File: src/rtl/f_fetch_ctrl_pkg.sv
// Shared constants and types for the F-stage fetch controller:
// state encoding, reset/exception PCs and the instruction-memory window.
package f_fetch_ctrl_pkg;

    typedef enum logic [2:0] {
        FS_IDLE  = 3'd0,
        FS_REQ   = 3'd1,
        FS_DONE  = 3'd2,
        FS_ADEL  = 3'd3,
        FS_DRAIN = 3'd4
    } fstate_t;

    localparam logic [31:0] PC_RESET      = 32'h0000_3000;
    localparam logic [31:0] PC_EXC_VECTOR = 32'h0000_4180;
    localparam logic [31:0] IMEM_LO       = 32'h0000_3000;
    localparam logic [31:0] IMEM_HI       = 32'h0000_6FFC;

    // A fetch address is bad when misaligned or outside the instruction window.
    function automatic logic pc_is_bad(input logic [31:0] pc);
        return (pc[1:0] != 2'b00) || (pc < IMEM_LO) || (pc > IMEM_HI);
    endfunction

endpackage

File: src/rtl/f_fetch_ctrl_pc_check.sv
// Combinational fetch-address check applied to every PC the controller loads.
module f_pc_check
    import f_fetch_ctrl_pkg::*;
(
    input  logic [31:0] pc,
    output logic        bad
);

    assign bad = pc_is_bad(pc);

endmodule

File: src/rtl/f_fetch_ctrl.sv
// F-stage PC controller: owns the fetch PC, sequences req/ack fetches,
// applies exception/eret redirects and drains abandoned requests.
module f_fetch_ctrl
    import f_fetch_ctrl_pkg::*;
#(
    parameter logic [31:0] RESET_PC   = PC_RESET,
    parameter logic [31:0] EXC_VECTOR = PC_EXC_VECTOR
) (
    input  logic        clk,
    input  logic        reset,
    input  logic        stall,
    input  logic [31:0] npc_in,
    input  logic        jump_taken,
    input  logic        Req,
    input  logic        eret,
    input  logic [31:0] EPC,
    output logic        imem_req,
    output logic [31:0] imem_addr,
    input  logic        imem_ack,
    input  logic [31:0] imem_rdata,
    output logic [31:0] F_pc,
    output logic [31:0] F_instr,
    output logic        F_valid,
    output logic        F_bd,
    output logic        F_exc_adel
);

    fstate_t     state_r, state_nx;
    logic [31:0] pc_r, pc_nx;
    logic [31:0] instr_r, instr_nx;
    logic        bd_r, bd_nx;

    logic        redirect_s;
    logic [31:0] target_s;
    logic        ld_en_s;
    logic [31:0] ld_pc_s;
    logic        ld_bd_s;
    logic        ld_bad_s;

    assign redirect_s = (Req || eret) && (state_r != FS_IDLE);
    assign target_s   = Req ? EXC_VECTOR : EPC;

    f_pc_check u_pc_check (
        .pc  (ld_pc_s),
        .bad (ld_bad_s)
    );

    // Select whether this edge performs a load-PC and with which PC/BD.
    always_comb begin
        ld_en_s = 1'b0;
        ld_pc_s = pc_r;
        ld_bd_s = 1'b0;
        case (state_r)
            FS_IDLE: begin
                ld_en_s = 1'b1;
            end
            FS_REQ: begin
                if (redirect_s && imem_ack) begin
                    ld_en_s = 1'b1;
                    ld_pc_s = target_s;
                end else begin
                    ld_en_s = 1'b0;
                end
            end
            FS_DONE, FS_ADEL: begin
                if (redirect_s) begin
                    ld_en_s = 1'b1;
                    ld_pc_s = target_s;
                end else if (!stall) begin
                    ld_en_s = 1'b1;
                    ld_pc_s = npc_in;
                    ld_bd_s = jump_taken;
                end else begin
                    ld_en_s = 1'b0;
                end
            end
            FS_DRAIN: begin
                if (imem_ack) begin
                    ld_en_s = 1'b1;
                    ld_pc_s = redirect_s ? target_s : pc_r;
                end else begin
                    ld_en_s = 1'b0;
                end
            end
            default: begin
                ld_en_s = 1'b0;
            end
        endcase
    end

    // Next-state and next-datapath values.
    always_comb begin
        state_nx = state_r;
        pc_nx    = pc_r;
        bd_nx    = bd_r;
        instr_nx = instr_r;
        if (ld_en_s) begin
            pc_nx = ld_pc_s;
            bd_nx = ld_bd_s;
            if (ld_bad_s) begin
                state_nx = FS_ADEL;
                instr_nx = 32'h0000_0000;
            end else begin
                state_nx = FS_REQ;
            end
        end else begin
            case (state_r)
                FS_REQ: begin
                    // A redirect without ack leaves a response in flight that must be dropped.
                    if (redirect_s) begin
                        pc_nx    = target_s;
                        bd_nx    = 1'b0;
                        state_nx = FS_DRAIN;
                    end else if (imem_ack) begin
                        instr_nx = imem_rdata;
                        state_nx = FS_DONE;
                    end else begin
                        state_nx = FS_REQ;
                    end
                end
                FS_DRAIN: begin
                    if (redirect_s) begin
                        pc_nx = target_s;
                        bd_nx = 1'b0;
                    end else begin
                        pc_nx = pc_r;
                    end
                end
                default: begin
                    state_nx = state_r;
                end
            endcase
        end
    end

    // State and datapath registers.
    always_ff @(posedge clk or posedge reset) begin
        if (reset) begin
            state_r <= FS_IDLE;
            pc_r    <= RESET_PC;
            bd_r    <= 1'b0;
            instr_r <= 32'h0000_0000;
        end else begin
            state_r <= state_nx;
            pc_r    <= pc_nx;
            bd_r    <= bd_nx;
            instr_r <= instr_nx;
        end
    end

    // Output decode from registered state only.
    always_comb begin
        imem_req   = 1'b0;
        F_valid    = 1'b0;
        F_exc_adel = 1'b0;
        case (state_r)
            FS_REQ: begin
                imem_req = 1'b1;
            end
            FS_DONE: begin
                F_valid = 1'b1;
            end
            FS_ADEL: begin
                F_valid    = 1'b1;
                F_exc_adel = 1'b1;
            end
            default: begin
                imem_req = 1'b0;
            end
        endcase
    end

    assign imem_addr = pc_r;
    assign F_pc      = pc_r;
    assign F_bd      = bd_r;
    assign F_instr   = instr_r;

endmodule

File: config.mk
export PLATFORM = sky130hd
export DESIGN_NAME = f_fetch_ctrl
export DESIGN_NICKNAME = d
export VERILOG_FILES = /design/src/rtl/f_fetch_ctrl_pkg.sv /design/src/rtl/f_fetch_ctrl_pc_check.sv /design/src/rtl/f_fetch_ctrl.sv
export SDC_FILE = /design/constraint.sdc
export NUM_CORES = 1
export LEC_CHECK = 0
export CAP_MARGIN = 20
export CORE_MARGIN = 2
export CORE_UTILIZATION = 45
export DETAILED_ROUTE_END_ITERATION = 8
export PLACE_DENSITY = 0.93
export SLEW_MARGIN = 25
export SYNTH_ARGS = -nofsm -noshare
export SYNTH_HDL_FRONTEND = slang
export SYNTH_HIERARCHICAL = 1
export SYNTH_SLANG_ARGS = --single-unit
File: constraint.sdc
create_clock -name clk -period 2.95 [get_ports clk]
set_input_delay 0.59 -clock clk [delete_from_list [all_inputs] [get_ports clk]]
set_output_delay 0.59 -clock clk [all_outputs]
set_load 0.01 [all_outputs]
==> flow_metrics.py, run 1 <==
metrics = {
    "run_status": {
        "status": "complete, no violations",
    },
    "min_path": {
        "hold-path-cell-count": 1,
        "hp-class": "flip-flop to flip-flop",
    },
    "floorplanning": {
        "fp.dieW_um": 111,
        "placementRows": 39,
        "initial_core_util_pct": 45.6,
        "dieHeight_um": 111,
        "i_o_pin_count": 203,
        "core-area_um2": 11300,
        "overall_die_area_um2": 12300,
    },
    "timing": {
        "max_freq_mhz": 340,
        "tightest_slew_ns": 1.05,
        "finalHoldViolations": 0,
        "final_critical_path_setup_slack_ns": 0.00947,
        "timing.final.setup_violations": 0,
        "fin_hold_ws_ns": 0.496,
        "period_share_pct": 99.7,
        "rsz0062_at_grt": "yes",
        "timing.final.crit_period_ns": 2.94,
        "worst_slew_margin_rel_pct": 30.1,
        "timing_max_transition_violations_final": 0,
        "fin_skew_ns": 0.00805,
    },
    "worst_setup_path": {
        "crit_required_ns": 3.22,
        "worst_reg2reg_path_depth": 14,
        "worst_r2r_startpoint": "state_r[0]",
        "crit_path_start": "state_r[0]",
        "crit_end": "F_instr[30]",
        "regToRegSetupSlack_ns": 0.009,
        "critPathMaxFanout": 8,
        "criticalPathCategory": "flip-flop to flip-flop",
        "cp-start-kind": "flip-flop",
        "arrival_ns": 3.21,
        "rr_endpoint": "F_instr[30]",
        "end_kind": "flip-flop",
    },
    "route": {
        "drt_pre_antenna_iters": 5,
        "initialDrtViolationCount": 756,
        "postRouteAntennaNets": 0,
        "wl_per_cell_um": 20.2,
        "totalWireLength_um": 19200,
        "vias": 5843,
        "route.detailed.drc": 0,
        "viasPerCell": 6.15,
    },
    "grt": {
        "vias_in_the_first_global_route": 5668,
        "antenna_found_initial": 0,
        "grt_max_degree": 37,
        "grtUsageTotal_pct": 28.9,
        "grt_pass1_wl_um": 29000,
        "overall_overflow_remaining_after_global_route": 0,
    },
    "yosys": {
        "synth_warnings": 6,
        "synth_nets": 689,
        "syn_inst": 586,
        "avgSynthCellArea_um2": 8.81,
        "mappedNetlistArea_um2": 5160,
    },
    "place": {
        "placed_cells": 919,
        "place_worst_setup_slack_ns": -0.467,
        "dp.final_hpwl_um": 13500,
        "dpl_cell_area_um2": 7450,
        "io_buffer_count": 202,
        "globalplace.congestion": 0.975,
    },
    "clock_network": {
        "clk_pin_slew_ns": 0.06,
        "clock_tree.buffer_depth": 2,
        "number_of_levels_in_the_clock_h_tree": 3,
        "number_of_clock_buffers_inserted_by_tritoncts": 9,
        "ctsRootBufferMaster": "sky130_fd_sc_hd__clkbuf_16",
        "cts_tree": "built",
        "cts_sinks": 68,
        "clkLatencyLatePin_ns": 0.33,
    },
    "final_layout": {
        "post-route-cell-area_um2": 7990,
        "areaGrowthSynthToFinish_pct": 54.8,
        "multi_input_gate_area_um2": 2980,
        "n_fill_cell": 834,
        "post_route_cells_drive_above_1_share_pct": 19.2,
        "nets": 906,
        "final_cell_mix": "sky130_fd_sc_hd__clkdlybuf4s50_1, sky130_fd_sc_hd__buf_4, sky130_fd_sc_hd__dfrtp_1",
        "fin_cells": 950,
        "most_frequent_standard_cell_in_the_layout_excluding_fill_and_tap_cells": "sky130_fd_sc_hd__clkdlybuf4s50_1",
        "register_area_um2": 1700,
        "diodes": 0,
    },
    "power": {
        "p_per_area_nw_per_um2": 583,
        "irDropWorstVdd_mv": 0.348,
        "leakagePower_nw": 3.45,
    },
    "job": {
        "max_cap_viol_count": 0,
    },
}
-- stage by stage --
step / utilization (%) / power, mW / TNS [ns]
after detailed placement: 65.8 / 3.51 / -15.06
after global placement: 65.8 / 3.46 / -13.93
after global routing: 70.6 / 4.85 / -2.91
final: 70.6 / 4.66 / 0
after CTS: 69.1 / 4.53 / 0
after floorplan: - / 2.52 / 0
-- cell type report --
| cell class | instances | share of cell area (%) |
|---|---|---|
| clock inverter | 6 | 0.533 |
| tap | 143 | 2.24 |
| sequential | 68 | 21.3 |
| timing repair buffer | 289 | 35.0 |
| clock buffer | 9 | 2.82 |
| multi-input combinational | 419 | 37.4 |
| inverter | 16 | 0.752 |
-- flip-flops by register name, indices dropped and copies added, names as in the netlist --
register / count
F_bd: 1
F_pc: 32
F_instr: 32
state_r: 3
-- how the worst min path moves through the flow --
stage	from	end
final	F_instr[17]	F_instr[17]
after global routing	F_instr[9]	F_instr[9]
after CTS	F_instr[15]	F_instr[15]
after detailed placement	F_instr[27]	F_instr[27]
after global placement	F_bd	F_bd
after floorplan	F_pc[12]	F_pc[12]
-- critical path, cell delays in order, from the launching register on --
cell and delay, ns:
sky130_fd_sc_hd__dfrtp_1 0.41, sky130_fd_sc_hd__o32a_4 0.39, sky130_fd_sc_hd__buf_4 0.14, sky130_fd_sc_hd__nand2_1 0.09
sky130_fd_sc_hd__a21o_1 0.28, sky130_fd_sc_hd__buf_12 0.16, sky130_fd_sc_hd__buf_4 0.16, sky130_fd_sc_hd__a21o_1 0.13
sky130_fd_sc_hd__nand2_1 0.15, sky130_fd_sc_hd__xnor2_2 0.20, sky130_fd_sc_hd__nand4_1 0.17, sky130_fd_sc_hd__a21oi_4 0.19
sky130_fd_sc_hd__buf_6 0.15, sky130_fd_sc_hd__clkbuf_16 0.15, sky130_fd_sc_hd__a22o_1 0.12
-- report_power, final --
group / internal [mW] / switching, mW / total, mW
clock network: 0.563 / 0.411 / 0.974
registers: 1.10 / 0.279 / 1.38
logic: 1.26 / 1.05 / 2.31
total: 2.92 / 1.74 / 4.66
-- metal layers --
metal	global-route usage [%]	share of wire (%)	vias up	wire, µm
li1	-	-	2598	-
met2	48.8	48	410	9170
met3	6.83	10	62	2020
met4	10.5	3.2	0	616
met1	36.2	39	2773	7410
met5	0	0	-	0
-- timing repair --
action,in CTS,in global routing
endpoints found under the setup margin,33,33
pin swaps,6,11
hold buffers,0,0
buffers inserted,7,5
resized for setup,8,17
cloned,1,3
hold endpoints to repair,0,0
No activity file was read; power rests on OpenSTA's default activity.
==> run 2, diff against run 1 <==
SETUP_SLACK_MARGIN = 0.2   (was unset)
clock period = 3 ns   (was 2.95 ns; I/O delays follow)
==> run 2 against run 1 <==
  * Via count fell by 1.7%
  * Setup slack gained 0.057 ns
  * Clock power grew 23%
  * Non-clock buffer count rose by 4
  * Sequential cell count stayed put
  * First-iteration DRC count is 30% lower
  * Critical endpoint is now F_instr[12]
==> flow_metrics.py, run 2 (same netlist as run 1, synthesis figures left out) <==
metrics = {
    "worst_setup_path": {
        "rr_endpoint": "F_instr[12]",
        "crit_required_ns": 3.27,
        "critPathMaxFanout": 9,
        "arrival_ns": 3.20,
        "criticalPathCategory": "input port to flip-flop",
        "cp-start-kind": "input port",
        "worst_r2r_startpoint": "state_r[0]",
        "worst_reg2reg_path_depth": 14,
        "end_kind": "flip-flop",
        "regToRegSetupSlack_ns": 0.09,
    },
    "power": {
        "power.internal_mw": 3.11,
        "power.total_mw": 4.84,
        "leakagePower_nw": 3.53,
        "combinationalPowerShare_pct": 47.2,
        "seqPwrFrac_pct": 27.9,
        "power_switching_mw": 1.74,
        "share_clk_of_total_power_pct": 24.9,
        "sw_frac_of_total_pct": 35.9,
        "p_per_area_nw_per_um2": 592,
        "irDropWorstVdd_mv": 0.366,
    },
    "timing": {
        "fin_skew_ns": 0.00881,
        "timing.final.crit_period_ns": 2.93,
        "max_freq_mhz": 341,
        "period_share_pct": 97.8,
        "rsz0062_at_grt": "yes",
        "tightest_slew_ns": 1.11,
        "timing_max_transition_violations_final": 0,
        "timing.setup.tns_ns": 0,
        "timing.final.setup_violations": 0,
        "finalHoldViolations": 0,
        "final_critical_path_setup_slack_ns": 0.0666,
        "worst_slew_margin_rel_pct": 25.9,
    },
    "grt": {
        "vias_in_the_first_global_route": 5734,
        "grt_max_degree": 37,
        "grt_pass1_wl_um": 29500,
        "overall_overflow_remaining_after_global_route": 0,
        "grtUsageTotal_pct": 29.4,
        "antenna_found_initial": 0,
    },
    "final_layout": {
        "multi_input_gate_area_um2": 3010,
        "final_cell_mix": "sky130_fd_sc_hd__clkdlybuf4s50_1, sky130_fd_sc_hd__buf_4, sky130_fd_sc_hd__dfrtp_1",
        "nets": 910,
        "diodes": 0,
        "n_fill_cell": 851,
        "post-route-cell-area_um2": 8180,
        "register_area_um2": 1710,
        "most_frequent_standard_cell_in_the_layout_excluding_fill_and_tap_cells": "sky130_fd_sc_hd__clkdlybuf4s50_1",
        "post_route_cells_drive_above_1_share_pct": 20.8,
        "areaGrowthSynthToFinish_pct": 58.6,
        "finish.utilization_pct": 72.3,
    },
    "route": {
        "initialDrtViolationCount": 531,
        "viasPerCell": 6.02,
        "route.detailed.drc": 0,
        "totalWireLength_um": 18800,
        "postRouteAntennaNets": 0,
        "drt_pre_antenna_iters": 6,
        "wl_per_cell_um": 19.7,
        "vias": 5746,
    },
    "floorplanning": {
        "dieHeight_um": 111,
        "placementRows": 39,
        "overall_die_area_um2": 12300,
        "i_o_pin_count": 203,
        "initial_core_util_pct": 45.6,
        "fp.dieW_um": 111,
        "core-area_um2": 11300,
    },
    "run_status": {
        "status": "complete, no violations",
    },
    "clock_network": {
        "clkLatencyLatePin_ns": 0.34,
        "cts_sinks": 68,
        "cts_tree": "built",
        "clock_tree.buffer_depth": 2,
        "holdBufCountCts": 0,
        "number_of_levels_in_the_clock_h_tree": 3,
        "number_of_clock_buffers_inserted_by_tritoncts": 9,
        "clk_pin_slew_ns": 0.06,
        "ctsRootBufferMaster": "sky130_fd_sc_hd__clkbuf_16",
    },
    "place": {
        "io_buffer_count": 202,
        "dp.final_hpwl_um": 13300,
        "dpl_cell_area_um2": 7570,
        "place_worst_setup_slack_ns": -0.442,
        "globalplace.congestion": 1.01,
    },
    "min_path": {
        "worst_hold_path.endpoint": "F_instr[4]",
        "worstHoldStart": "F_instr[4]",
        "hold-path-cell-count": 1,
        "hp-class": "flip-flop to flip-flop",
    },
    "job": {
        "max_cap_viol_count": 0,
    },
}
## run 2: timing repair
action	in CTS	in global routing
buffers inserted	7	1
gates cloned	2	1
gates resized for setup	22	18
pin swaps	11	7
endpoints found under the setup margin	33	34
## run 2: area by class of cell
class / instances / area share [%]
clock buffers: 10 / 2.92
clock inverters: 6 / 1.15
inverters: 16 / 0.734
multi-input cells: 419 / 36.8
flip-flops and latches: 68 / 20.9
well taps: 143 / 2.19
repair buffers: 293 / 35.3
## run 2: layer usage
layer | wire length (µm) | global-route usage (%) | vias up
li1 | - | - | 2604
met1 | 7340 | 36.8 | 2717
met2 | 9050 | 48.8 | 368
met3 | 1820 | 6.01 | 57
met4 | 601 | 14.1 | 0
met5 | 0 | 0 | -
## run 2: power groups by stage
stage	registers (mW)	clock network [mW]	logic [mW]
finish	1.35	1.20	2.29
CTS	1.34	1.20	2.21
global route	1.38	1.25	2.43
floorplan	1.35	0	1.14
global placement	1.34	0	2.09
detailed placement	1.36	0	2.13
## run 2: through the flow
step                cells  hold WS, ns
finish                955        0.501
global placement      928        0.482
floorplan             586        0.520
CTS                   953        0.503
detailed placement    928        0.483
global route          955        0.520
## run 2: how the worst max path moves through the flow
stage	start	to	cells after the start
final	Req	F_instr[12]	15
after floorplan	eret	F_instr[10]	12
after global routing	Req	F_instr[12]	15
after CTS	state_r[0]	F_instr[12]	13
after global placement	Req	F_instr[31]	12
after detailed placement	Req	F_instr[18]	12
## run 2: worst max-delay path, stage by stage
cell and delay (ns):
sky130_fd_sc_hd__dlygate4sd2_1 0.30, sky130_fd_sc_hd__buf_4 0.17, sky130_fd_sc_hd__and2b_2 0.25, sky130_fd_sc_hd__nand4_1 0.09
sky130_fd_sc_hd__buf_4 0.17, sky130_fd_sc_hd__buf_4 0.14, sky130_fd_sc_hd__a31oi_1 0.25, sky130_fd_sc_hd__a21o_1 0.13
sky130_fd_sc_hd__nand2_1 0.11, sky130_fd_sc_hd__xnor2_1 0.17, sky130_fd_sc_hd__nand4_1 0.18, sky130_fd_sc_hd__a21oi_4 0.20
sky130_fd_sc_hd__buf_6 0.16, sky130_fd_sc_hd__buf_12 0.13, sky130_fd_sc_hd__a22o_1 0.14
==> run 3, diff against run 2 <==
CORE_UTILIZATION = 43   (was 45)
SYNTH_HIERARCHICAL = unset   (was 1)
==> run 3 against run 2 <==
  * Die area is 7.8% lower
  * Core utilization fell by 0.34 points
  * Cell count is 4.4% lower
  * Sequential cell count unchanged
  * Register-to-register slack better by 0.12 ns
  * Total power shrank 0.88%
  * Largest cell class is now non-clock buffers
==> flow_metrics.py, run 3 <==
metrics = {
    "yosys": {
        "ys_ff_latch": 68,
        "yosys.cell_count.top_type": "sky130_fd_sc_hd__nand2_1",
        "synth_ff_type": "sky130_fd_sc_hd__dfrtp_1",
        "yosysTopAreaCell": "sky130_fd_sc_hd__dfrtp_1",
        "synth.top_cell.area_share_pct": 36.4,
        "avgSynthCellArea_um2": 8.25,
        "synth.cells.most_frequent": "sky130_fd_sc_hd__nand2_1, sky130_fd_sc_hd__dfrtp_1, sky130_fd_sc_hd__a21oi_1",
        "synth.area.top_cells": "sky130_fd_sc_hd__dfrtp_1, sky130_fd_sc_hd__mux2i_1, sky130_fd_sc_hd__nand2_1",
        "synth_enable_flop_cells": 0,
        "syn_inst": 549,
        "mappedNetlistArea_um2": 4530,
        "postSynth.asyncResetShare_pct": 100,
        "synth_nets": 652,
        "synth_cell_types": 60,
        "synth_seq_area_share_pct": 37.6,
        "synth_warnings": 0,
    },
    "worst_setup_path": {
        "worst_path_largest_cell_delay_ns": 0.51,
        "worstPathCellList": "xnor2_4 -> o31a_1 -> buf_4 -> a221o_1 -> o2111ai_1 -> xor2_1 -> a31oi_4 -> or3_1",
        "criticalPathCategory": "flip-flop to flip-flop",
        "end_kind": "flip-flop",
        "arrival_ns": 3.02,
        "worstPathBufferInverterCount": 1,
        "critPathMaxFanout": 7,
        "critical_path_cell_count": 8,
        "worst_reg2reg_path_depth": 8,
        "slowest_stage_cell_crit_path": "sky130_fd_sc_hd__dfrtp_2",
        "crit_required_ns": 3.23,
        "critical-path-top-delay-family": "compound AO/OA/AOI/OAI gates",
        "cp-start-kind": "flip-flop",
    },
    "run_status": {
        "status": "complete, no violations",
    },
    "clock_network": {
        "clock_tree.buffer_depth": 2,
        "clkLatencyLatePin_ns": 0.36,
        "number_of_clock_buffers_inserted_by_tritoncts": 9,
        "ctsRootBufferMaster": "sky130_fd_sc_hd__clkbuf_8",
        "holdBufCountCts": 0,
        "cts_tree": "built",
        "clk_pin_slew_ns": 0.08,
        "number_of_levels_in_the_clock_h_tree": 3,
        "cts_sinks": 68,
    },
    "power": {
        "sw_frac_of_total_pct": 39.7,
        "leakagePower_nw": 3.00,
        "p_per_area_nw_per_um2": 649,
        "power_switching_mw": 1.91,
        "seqPwrFrac_pct": 29.6,
        "irDropWorstVdd_mv": 0.334,
        "power.internal_mw": 2.89,
        "share_clk_of_total_power_pct": 16.4,
        "combinationalPowerShare_pct": 53.9,
    },
    "timing": {
        "timing.final.setup_violations": 0,
        "period_share_pct": 93.0,
        "fin_skew_ns": 0.0138,
        "max_freq_mhz": 358,
        "tightest_slew_ns": 0.711,
        "timing_max_transition_violations_final": 0,
        "timing.final.crit_period_ns": 2.79,
        "worst_slew_margin_rel_pct": 52.5,
        "rsz0062_at_grt": "no",
        "fin_hold_ws_ns": 0.517,
        "finalHoldViolations": 0,
    },
    "min_path": {
        "hp-class": "flip-flop to flip-flop",
        "hold-path-cell-count": 1,
    },
    "floorplanning": {
        "overall_die_area_um2": 11400,
        "fp.dieW_um": 107,
        "core-area_um2": 10300,
        "i_o_pin_count": 203,
        "dieHeight_um": 107,
        "initial_core_util_pct": 44.1,
        "placementRows": 37,
    },
    "final_layout": {
        "areaGrowthSynthToFinish_pct": 63.2,
        "final_cell_mix": "sky130_fd_sc_hd__clkdlybuf4s50_1, sky130_fd_sc_hd__nand2_1, sky130_fd_sc_hd__buf_4",
        "post_route_cells_drive_above_1_share_pct": 18.2,
        "finish.utilization_pct": 72.0,
        "n_fill_cell": 698,
        "most_frequent_standard_cell_in_the_layout_excluding_fill_and_tap_cells": "sky130_fd_sc_hd__clkdlybuf4s50_1",
        "nets": 874,
    },
    "route": {
        "route.detailed.drc": 0,
        "drt_pre_antenna_iters": 5,
        "wl_per_cell_um": 20.5,
        "totalWireLength_um": 18700,
        "postRouteAntennaNets": 0,
        "viasPerCell": 6.11,
        "vias": 5579,
        "initialDrtViolationCount": 503,
    },
    "grt": {
        "grt_max_degree": 37,
        "grt_pass1_wl_um": 28900,
        "grtUsageTotal_pct": 32.2,
        "antenna_found_initial": 1,
        "overall_overflow_remaining_after_global_route": 0,
        "vias_in_the_first_global_route": 5694,
    },
    "place": {
        "globalplace.congestion": 1.01,
        "io_buffer_count": 202,
        "dp.final_hpwl_um": 13000,
    },
    "job": {
        "max_cap_viol_count": 0,
    },
}
## run 3: timing repair
| action | 4_1_cts | 5_1_grt |
|---|---|---|
| gates resized for setup | 31 | 11 |
| setup endpoints to repair | 34 | 34 |
| gates cloned | 2 | 0 |
| hold endpoints to repair | 0 | 0 |
| pin swaps | 7 | 8 |
| setup buffers | 2 | 8 |
## run 3: area by class of cell
class	instances	area, µm²	area share (%)
well taps	136	170	2.30
clock inverters	7	75.1	1.02
inverters	7	28.8	0.389
flip-flops and latches	68	1710	23.1
clock buffers	9	124	1.68
diodes	1	2.50	0.0338
multi-input cells	397	2550	34.6
repair buffers	288	2730	36.9
## run 3: logic make-up (layout without fill, tap and decap cells)
group	Yosys count	count (layout)	share of synthesized area (%)
muxes	37	37	8.26
xor gates and xnor gates	2	2	0.552
AOI/OAI and AO/OA	176	176	24.9
and+or+nand+nor	182	182	18.8
DFF	68	68	37.6
other	0	1	0
buffers and inverters	84	311	9.94
## run 3: final timing paths
check / slack (ns) / startpoint / to
max reg2reg: 0.21 / state_r[0] / state_r[1]
max in group asynchronous: 1.58 / reset / F_pc[13]
min: 0.52 / F_bd / F_bd
min in group asynchronous: 0.69 / reset / F_instr[31]
min reg2reg: 0.52 / F_bd / F_bd
max: 0.21 / state_r[0] / state_r[1]
## run 3: power groups by stage
stage | clock, mW | combinational (mW) | sequential, mW
2_1_floorplan | 0 | 1.17 | 1.42
3_3_place_gp | 0 | 2.27 | 1.41
3_5_place_dp | 0 | 2.33 | 1.42
4_1_cts | 0.794 | 2.47 | 1.41
5_1_grt | 0.838 | 2.74 | 1.45
6_report | 0.788 | 2.59 | 1.42
## run 3: routing by layer
layer / vias to the layer above / GRT usage [%] / routed length [µm]
li1: 2393 / - / -
met1: 2561 / 36.5 / 6610
met2: 495 / 53.8 / 8900
met3: 130 / 8.75 / 2070
met4: 0 / 19.7 / 1120
met5: - / 0 / 0
## run 3: through the flow
stage	area, µm²	instances	setup slack [ns]	setup TNS [ns]	total power [mW]
4_1_cts	7300	904	0.210	0	4.68
3_5_place_dp	6900	884	-0.370	-11.97	3.76
2_1_floorplan	4530	549	0.204	0	2.60
3_3_place_gp	6900	884	-0.203	-6.50	3.68
5_1_grt	7390	913	0.181	0	5.02
6_report	7390	913	0.210	0	4.80
## run 3: worst register-to-register path, stage by stage (launching register included)
cell and delay [ns]:
sky130_fd_sc_hd__dfrtp_2 0.51, sky130_fd_sc_hd__xnor2_4 0.22, sky130_fd_sc_hd__o31a_1 0.27, sky130_fd_sc_hd__buf_4 0.17, sky130_fd_sc_hd__a221o_1 0.39, sky130_fd_sc_hd__o2111ai_1 0.16, sky130_fd_sc_hd__xor2_1 0.35, sky130_fd_sc_hd__a31oi_4 0.23
sky130_fd_sc_hd__or3_1 0.39
